--- config.mk ---
export PLATFORM = sky130hd
export DESIGN_NAME = wvb_rd_arbiter
export DESIGN_NICKNAME = d
export VERILOG_FILES = /design/src/rtl/wvb_rd_arb_pkg.sv /design/src/rtl/wvb_rd_arbiter_rr_pick.sv /design/src/rtl/wvb_rd_arbiter.sv
export SDC_FILE = /design/constraint.sdc
export NUM_CORES = 1
export LEC_CHECK = 0
export CAP_MARGIN = 0
export CORE_MARGIN = 2
export CORE_UTILIZATION = 40
export DETAILED_ROUTE_END_ITERATION = 6
export SLEW_MARGIN = 0
export SYNTH_ARGS = -nofsm -noshare
export SYNTH_HDL_FRONTEND = slang
export SYNTH_SLANG_ARGS = --single-unit
export TNS_END_PERCENT = 50
--- constraint.sdc ---
create_clock -name clk -period 16.4 [get_ports clk]
set_clock_uncertainty 0.15 [all_clocks]
set_input_delay 3.28 -clock clk [delete_from_list [all_inputs] [get_ports clk]]
set_output_delay 3.28 -clock clk [all_outputs]
set_load 0.005 [all_outputs]
--- src/rtl/wvb_rd_arb_pkg.sv ---
`default_nettype none
// ============================================================================
// Module   : wvb_rd_arb_pkg
// Brief    : Shared state encoding and default timing constants for the
//            waveform-buffer readout arbiter.
// Revision : 1.0 - initial release
// ============================================================================
package wvb_rd_arb_pkg;

    // Arbiter FSM states
    typedef enum logic [1:0] {
        S_IDLE   = 2'd0,
        S_START  = 2'd1,
        S_BUSY   = 2'd2,
        S_SETTLE = 2'd3
    } arb_state_t;

    // Idle cycles after a release, long enough for hdr_empty to reflect the read
    localparam int C_DEF_SETTLE        = 3;
    localparam int C_DEF_TIMEOUT_WIDTH = 16;

endpackage : wvb_rd_arb_pkg
`default_nettype wire

--- src/rtl/wvb_rd_arbiter_rr_pick.sv ---
`default_nettype none
// ============================================================================
// Module   : rr_priority_pick
// Brief    : Combinational round-robin picker. Rotates the request vector so
//            that the channel after 'last' sits at bit 0, priority-encodes the
//            lowest set bit, then rotates the result back to a channel index.
// Revision : 1.0 - initial release
// ============================================================================
module rr_priority_pick #(
    parameter int P_N_CHAN    = 24,
    parameter int P_IDX_WIDTH = 5
) (
    input  logic [P_N_CHAN-1:0]    req,
    input  logic [P_IDX_WIDTH-1:0] last,
    output logic                   valid,
    output logic [P_IDX_WIDTH-1:0] idx
);

    localparam logic [P_IDX_WIDTH:0]   C_N    = (P_IDX_WIDTH+1)'(P_N_CHAN);
    localparam logic [P_IDX_WIDTH-1:0] C_LAST = P_IDX_WIDTH'(P_N_CHAN - 1);

    logic [P_IDX_WIDTH-1:0] w_base;
    logic [P_N_CHAN-1:0]    w_rot;
    logic [P_IDX_WIDTH-1:0] w_pos;
    logic [P_IDX_WIDTH:0]   w_sum;

    // Search starts one past the last grant; wraps at the channel count
    always_comb begin
        w_base = (last >= C_LAST) ? '0 : last + P_IDX_WIDTH'(1);
    end

    // Rotate: bit j of w_rot is channel (base + j) mod P_N_CHAN
    generate
        for (genvar j = 0; j < P_N_CHAN; j++) begin : g_rot
            logic [P_IDX_WIDTH:0] w_src;
            logic [P_IDX_WIDTH:0] w_wrap;
            assign w_src    = {1'b0, w_base} + (P_IDX_WIDTH+1)'(j);
            assign w_wrap   = (w_src >= C_N) ? (w_src - C_N) : w_src;
            assign w_rot[j] = req[w_wrap[P_IDX_WIDTH-1:0]];
        end
    endgenerate

    // Priority encode the lowest set bit of the rotated vector
    always_comb begin
        valid = 1'b0;
        w_pos = '0;
        for (int j = P_N_CHAN - 1; j >= 0; j--) begin
            if (w_rot[j]) begin
                valid = 1'b1;
                w_pos = P_IDX_WIDTH'(j);
            end
        end
    end

    // Un-rotate the encoded position back to an absolute channel index
    always_comb begin
        w_sum = {1'b0, w_base} + {1'b0, w_pos};
        if (w_sum >= C_N) begin
            w_sum = w_sum - C_N;
        end
        idx = w_sum[P_IDX_WIDTH-1:0];
    end

endmodule : rr_priority_pick
`default_nettype wire

--- src/rtl/wvb_rd_arbiter.sv ---
`default_nettype none
// ============================================================================
// Module   : wvb_rd_arbiter
// Brief    : Round-robin arbiter sharing one waveform reader among the channel
//            waveform buffers. Grants one non-empty channel at a time, routes
//            the reader strobes to it, and releases on done or watchdog expiry.
// Revision : 1.0 - initial release
// ============================================================================
module wvb_rd_arbiter
    import wvb_rd_arb_pkg::*;
#(
    parameter int P_N_CHAN        = 24,
    parameter int P_IDX_WIDTH     = 5,
    parameter int P_TIMEOUT_WIDTH = C_DEF_TIMEOUT_WIDTH,
    parameter int P_SETTLE        = C_DEF_SETTLE
) (
    input  logic                       clk,
    input  logic                       rst,
    input  logic                       en,
    input  logic [P_TIMEOUT_WIDTH-1:0] timeout_conf,
    input  logic [P_N_CHAN-1:0]        hdr_empty,
    input  logic                       rdr_wvb_rdreq,
    input  logic                       rdr_hdr_rdreq,
    input  logic                       rdr_rddone,
    input  logic                       rdr_done,
    output logic [P_N_CHAN-1:0]        wvb_rdreq,
    output logic [P_N_CHAN-1:0]        hdr_rdreq,
    output logic [P_N_CHAN-1:0]        wvb_rddone,
    output logic [P_IDX_WIDTH-1:0]     chan_sel,
    output logic                       rdr_go,
    output logic                       busy,
    output logic                       timeout_err
);

    localparam int                    C_SETTLE_W    = (P_SETTLE > 1) ? $clog2(P_SETTLE) : 1;
    localparam logic [C_SETTLE_W-1:0] C_SETTLE_LAST = C_SETTLE_W'(P_SETTLE - 1);

    arb_state_t                 state_q, state_d;
    logic [P_IDX_WIDTH-1:0]     chan_sel_q, chan_sel_d;
    logic [P_IDX_WIDTH-1:0]     last_q, last_d;
    logic [P_TIMEOUT_WIDTH-1:0] wd_cnt_q, wd_cnt_d;
    logic [C_SETTLE_W-1:0]      settle_cnt_q, settle_cnt_d;
    logic                       rdr_go_q, rdr_go_d;
    logic                       busy_q, busy_d;
    logic                       timeout_err_q, timeout_err_d;

    logic                       w_pick_valid;
    logic [P_IDX_WIDTH-1:0]     w_pick_idx;
    logic                       w_wd_expire;

    rr_priority_pick #(
        .P_N_CHAN    (P_N_CHAN),
        .P_IDX_WIDTH (P_IDX_WIDTH)
    ) u_pick (
        .req   (~hdr_empty),
        .last  (last_q),
        .valid (w_pick_valid),
        .idx   (w_pick_idx)
    );

    // Watchdog fires on the last allowed busy cycle; a zero limit disables it
    assign w_wd_expire = (timeout_conf != '0) &&
                         (wd_cnt_q == timeout_conf - P_TIMEOUT_WIDTH'(1));

    // Next-state and registered-output computation
    always_comb begin
        state_d       = state_q;
        chan_sel_d    = chan_sel_q;
        last_d        = last_q;
        wd_cnt_d      = wd_cnt_q;
        settle_cnt_d  = settle_cnt_q;
        rdr_go_d      = 1'b0;
        timeout_err_d = 1'b0;
        case (state_q)
            S_IDLE: begin
                if (en && w_pick_valid) begin
                    chan_sel_d = w_pick_idx;
                    last_d     = w_pick_idx;
                    rdr_go_d   = 1'b1;
                    state_d    = S_START;
                end
            end
            S_START: begin
                wd_cnt_d = '0;
                state_d  = S_BUSY;
            end
            S_BUSY: begin
                wd_cnt_d = wd_cnt_q + P_TIMEOUT_WIDTH'(1);
                // Reader completion takes precedence over a coincident expiry
                if (rdr_done) begin
                    settle_cnt_d = '0;
                    state_d      = S_SETTLE;
                end else if (w_wd_expire) begin
                    timeout_err_d = 1'b1;
                    settle_cnt_d  = '0;
                    state_d       = S_SETTLE;
                end
            end
            S_SETTLE: begin
                if (settle_cnt_q == C_SETTLE_LAST) begin
                    state_d = S_IDLE;
                end else begin
                    settle_cnt_d = settle_cnt_q + C_SETTLE_W'(1);
                end
            end
            default: begin
                state_d = S_IDLE;
            end
        endcase
        busy_d = (state_d != S_IDLE);
    end

    // State and output registers; reset aborts any read in progress
    always_ff @(posedge clk or posedge rst) begin
        if (rst) begin
            state_q       <= S_IDLE;
            chan_sel_q    <= '0;
            last_q        <= P_IDX_WIDTH'(P_N_CHAN - 1);
            wd_cnt_q      <= '0;
            settle_cnt_q  <= '0;
            rdr_go_q      <= 1'b0;
            busy_q        <= 1'b0;
            timeout_err_q <= 1'b0;
        end else begin
            state_q       <= state_d;
            chan_sel_q    <= chan_sel_d;
            last_q        <= last_d;
            wd_cnt_q      <= wd_cnt_d;
            settle_cnt_q  <= settle_cnt_d;
            rdr_go_q      <= rdr_go_d;
            busy_q        <= busy_d;
            timeout_err_q <= timeout_err_d;
        end
    end

    // Strobe demux: only the granted channel sees reader strobes, only in S_BUSY
    always_comb begin
        wvb_rdreq  = '0;
        hdr_rdreq  = '0;
        wvb_rddone = '0;
        if (state_q == S_BUSY) begin
            for (int i = 0; i < P_N_CHAN; i++) begin
                if (chan_sel_q == P_IDX_WIDTH'(i)) begin
                    wvb_rdreq[i]  = rdr_wvb_rdreq;
                    hdr_rdreq[i]  = rdr_hdr_rdreq;
                    wvb_rddone[i] = rdr_rddone;
                end
            end
        end
    end

    assign chan_sel    = chan_sel_q;
    assign rdr_go      = rdr_go_q;
    assign busy        = busy_q;
    assign timeout_err = timeout_err_q;

endmodule : wvb_rd_arbiter
`default_nettype wire

==> results.sh <==
export IMPL_vias_per_cell=5.82
export IMPL_core_area_sq_um=16700
export IMPL_vias=7124
export IMPL_post_cts_resized=0
export IMPL_synth_avg_cell_area_sq_um=7.58
export IMPL_clk_latency_ps=280
export IMPL_startpoint_type="input pin"
export IMPL_slew_violations=0
export IMPL_cts_buffer_depth=2
export IMPL_whs_ps=333
export IMPL_port_buffers=126
export IMPL_ys_warn_count=0
export IMPL_synth_edf_count=0
export IMPL_ios=127
export IMPL_fillers=1694
export IMPL_cts_hold_buf=0
export IMPL_fp_row_count=47
export IMPL_netlist_cell_type_count=89
export IMPL_cts_sinks=32
export IMPL_synth_top_area_share_pct=10.2
export IMPL_min_path_type="reg -> reg"
export IMPL_period_share_pct=51.8
export IMPL_n_antenna_cell=0
export IMPL_synth_compound_area_share_pct=22.3
export IMPL_ys_async_sr_fraction_pct=100
export IMPL_grt_max_degree=36
export IMPL_drt_pass1_iterations=5
export IMPL_cts_tree="built"
export IMPL_routedWlPerCell_um=17.9
export IMPL_synth_seq_cells=32
export IMPL_yosys_area_share_simple_pct=26.5
export IMPL_syn_area_sq_um=6890
export IMPL_place_gp_congestion=0.955
export IMPL_yosys_area_top_type="dfrtp_1"
export IMPL_syn_inst=909
export IMPL_timing_final_setup_violations=0
export IMPL_drt_total_wl_um=21900
export IMPL_drc=0
export IMPL_synth_net_count=998
export IMPL_die_area_sq_um=18300
export IMPL_ant_nets=0
export IMPL_outcome="completed"
export IMPL_die_height_um=135
export IMPL_initial_utilization_pct=41.2
export IMPL_synth_area_top_cells="dfrtp_1 10%, ha_1 7.4%, nor2_1 7.4%"
export IMPL_hpwlAfterDp_um=16800
export IMPL_synth_adder_area_share_pct=7.74
export IMPL_drtIter0Drc=606
export IMPL_syn_to_final_growth_pct=21.9
export IMPL_grt_antenna_before_repair=0
export IMPL_nNetsFinal=1092
export IMPL_synth_top_family_by_area="simple AND/OR/NAND/NOR gates"
export IMPL_h_tree_depth=2
export IMPL_synthXorXnorAreaFrac_pct=8.68
export IMPL_drv_cap=0
export IMPL_grt_pass1_wl_um=34800
export IMPL_track_usage_pct=23.5
export IMPL_clock_fmax_ghz=0.118
export IMPL_synth_seq_area_share_pct=11.7
export IMPL_synthMuxAreaShare_pct=17.1
export IMPL_die_x_um=135
export IMPL_grt_pass1_vias=6553
export IMPL_numCtsBuffers=5
export IMPL_yosysMostFrequentCell="nor2_1"
export IMPL_maxSlewHeadroom_pct=40.9
export IMPL_finalSetupTns_ps=0
export IMPL_synth_flop_cell="dfrtp_1"
export IMPL_period_needed_ps=8500
export IMPL_critPathArrivalTime_ps=5070
export IMPL_required_ps=12970
export IMPL_multi_input_comb_area_sq_um=5670
export IMPL_cts_setup_buffers=0
export IMPL_rsz0062_at_grt="no"
export IMPL_cts_root_buffer="clkbuf_16"
export IMPL_path_clk_slew_ps=50
export IMPL_hold_viol_final=0
export IMPL_overflow=0
export IMPL_yosys_top_cells_count="136 x nor2_1, 85 x nand2_1, 58 x a21oi_1, 43 x mux2i_1, 41 x ha_1"
export IMPL_criticalPathCategory="in -> out"
export IMPL_endpoint_kind="output pin"
export IMPL_drive_above_1_share_pct=9.96
export IMPL_seq_area_sq_um=806
export IMPL_worst_pin_slew_ps=880
export IMPL_path_max_fanout=24
cell usage in the layout, fill, tap and decap left out, types with 5 or more instances in the layout:
cell type and instances:
o21ai_0 28, nand2b_1 7, mux2_4 8, nor4_1 10, dfrtp_1 28, o22ai_1 8, nor2b_1 12, clkdlybuf4s50_1 126
or2_2 6, a221oi_1 5, buf_4 7, inv_1 40, nand3_1 35, xnor2_2 5, a21o_1 13, or3_1 9
mux2i_1 43, a21oi_1 58, a31oi_1 9, xnor2_1 38, nor3b_1 9, mux4_2 18, and3_1 8, o211ai_1 11
mux2_2 19, a211oi_1 11, ha_1 41, nor3_1 16, clkbuf_16 5, o31ai_1 8, nor2_1 136, xor2_1 21
nand4_1 14, o21a_1 7, and2_1 5, nand2_1 85
routing by layer:
metal  track usage [%]  vias to the layer above  routed length (um)
met5                 0                        -                   0
met4              8.45                        0                 778
met3              2.66                       43                1470
met2              39.3                      266               10000
met1              31.4                     3336                9610
li1                  -                     3479                   -
path summary, 6_finish.rpt:
kind	end	slack [ps]	start	cells after the start
max	wvb_rddone[16]	7900	rdr_rddone	4
min	settle_cnt_q[0]$_DFFE_PP0P_	330	settle_cnt_q[0]$_DFFE_PP0P_	2
max reg2reg	chan_sel[4]$_DFFE_PP0P_	8870	last_q[0]$_DFFE_PP1P_	28
min reg2reg	settle_cnt_q[0]$_DFFE_PP0P_	330	settle_cnt_q[0]$_DFFE_PP0P_	2
max in group asynchronous	last_q[1]$_DFFE_PP1P_	12520	rst	3
min in group asynchronous	settle_cnt_q[1]$_DFFE_PP0P_	3250	rst	3
flip-flops by register name (all words and copies together), names as in the netlist:
register,cells
settle_cnt_q,2
rdr_go,1
wd_cnt_q,16
state_q,2
timeout_err,1
last_q,4
busy,1
chan_sel,5
final cells by class:
type / instances / share of cell area [%]
inverters: 45 / 2.10
well taps: 220 / 3.28
flip-flops and latches: 32 / 9.60
clock inverters: 1 / 0.0894
clock buffers: 7 / 1.70
multi-input cells: 786 / 67.6
repair buffers: 133 / 15.7
worst max-delay path, stage by stage:
cell and delay [ps]:
clkdlybuf4s50_1 460, nand2_1 440, nor2_1 350, clkdlybuf4s50_1 550
cells by family after synthesis:
family | after synthesis
AOI/OAI and AO/OA | 217
and+or+nand+nor | 374
buffers and inverters | 91
DFF | 32
muxes | 89
adders and majority gates | 42
xor gates and xnor gates | 64
metrics by stage:
stage / utilization (%) / worst slack [ps] / std cells / instance area, sq um
floorplan: - / 9190 / 909 / 6890
CTS: 50.3 / 7850 / 1224 / 8390
finish: 50.3 / 7900 / 1224 / 8390
global route: 50.3 / 7770 / 1224 / 8390
global placement: 49.4 / 7800 / 1216 / 8240
detailed placement: 49.4 / 7850 / 1216 / 8240
Power is left out: the tool's default activity adds up to more than one toggle a clock period on the data nets, which glitch-free logic cannot reach.
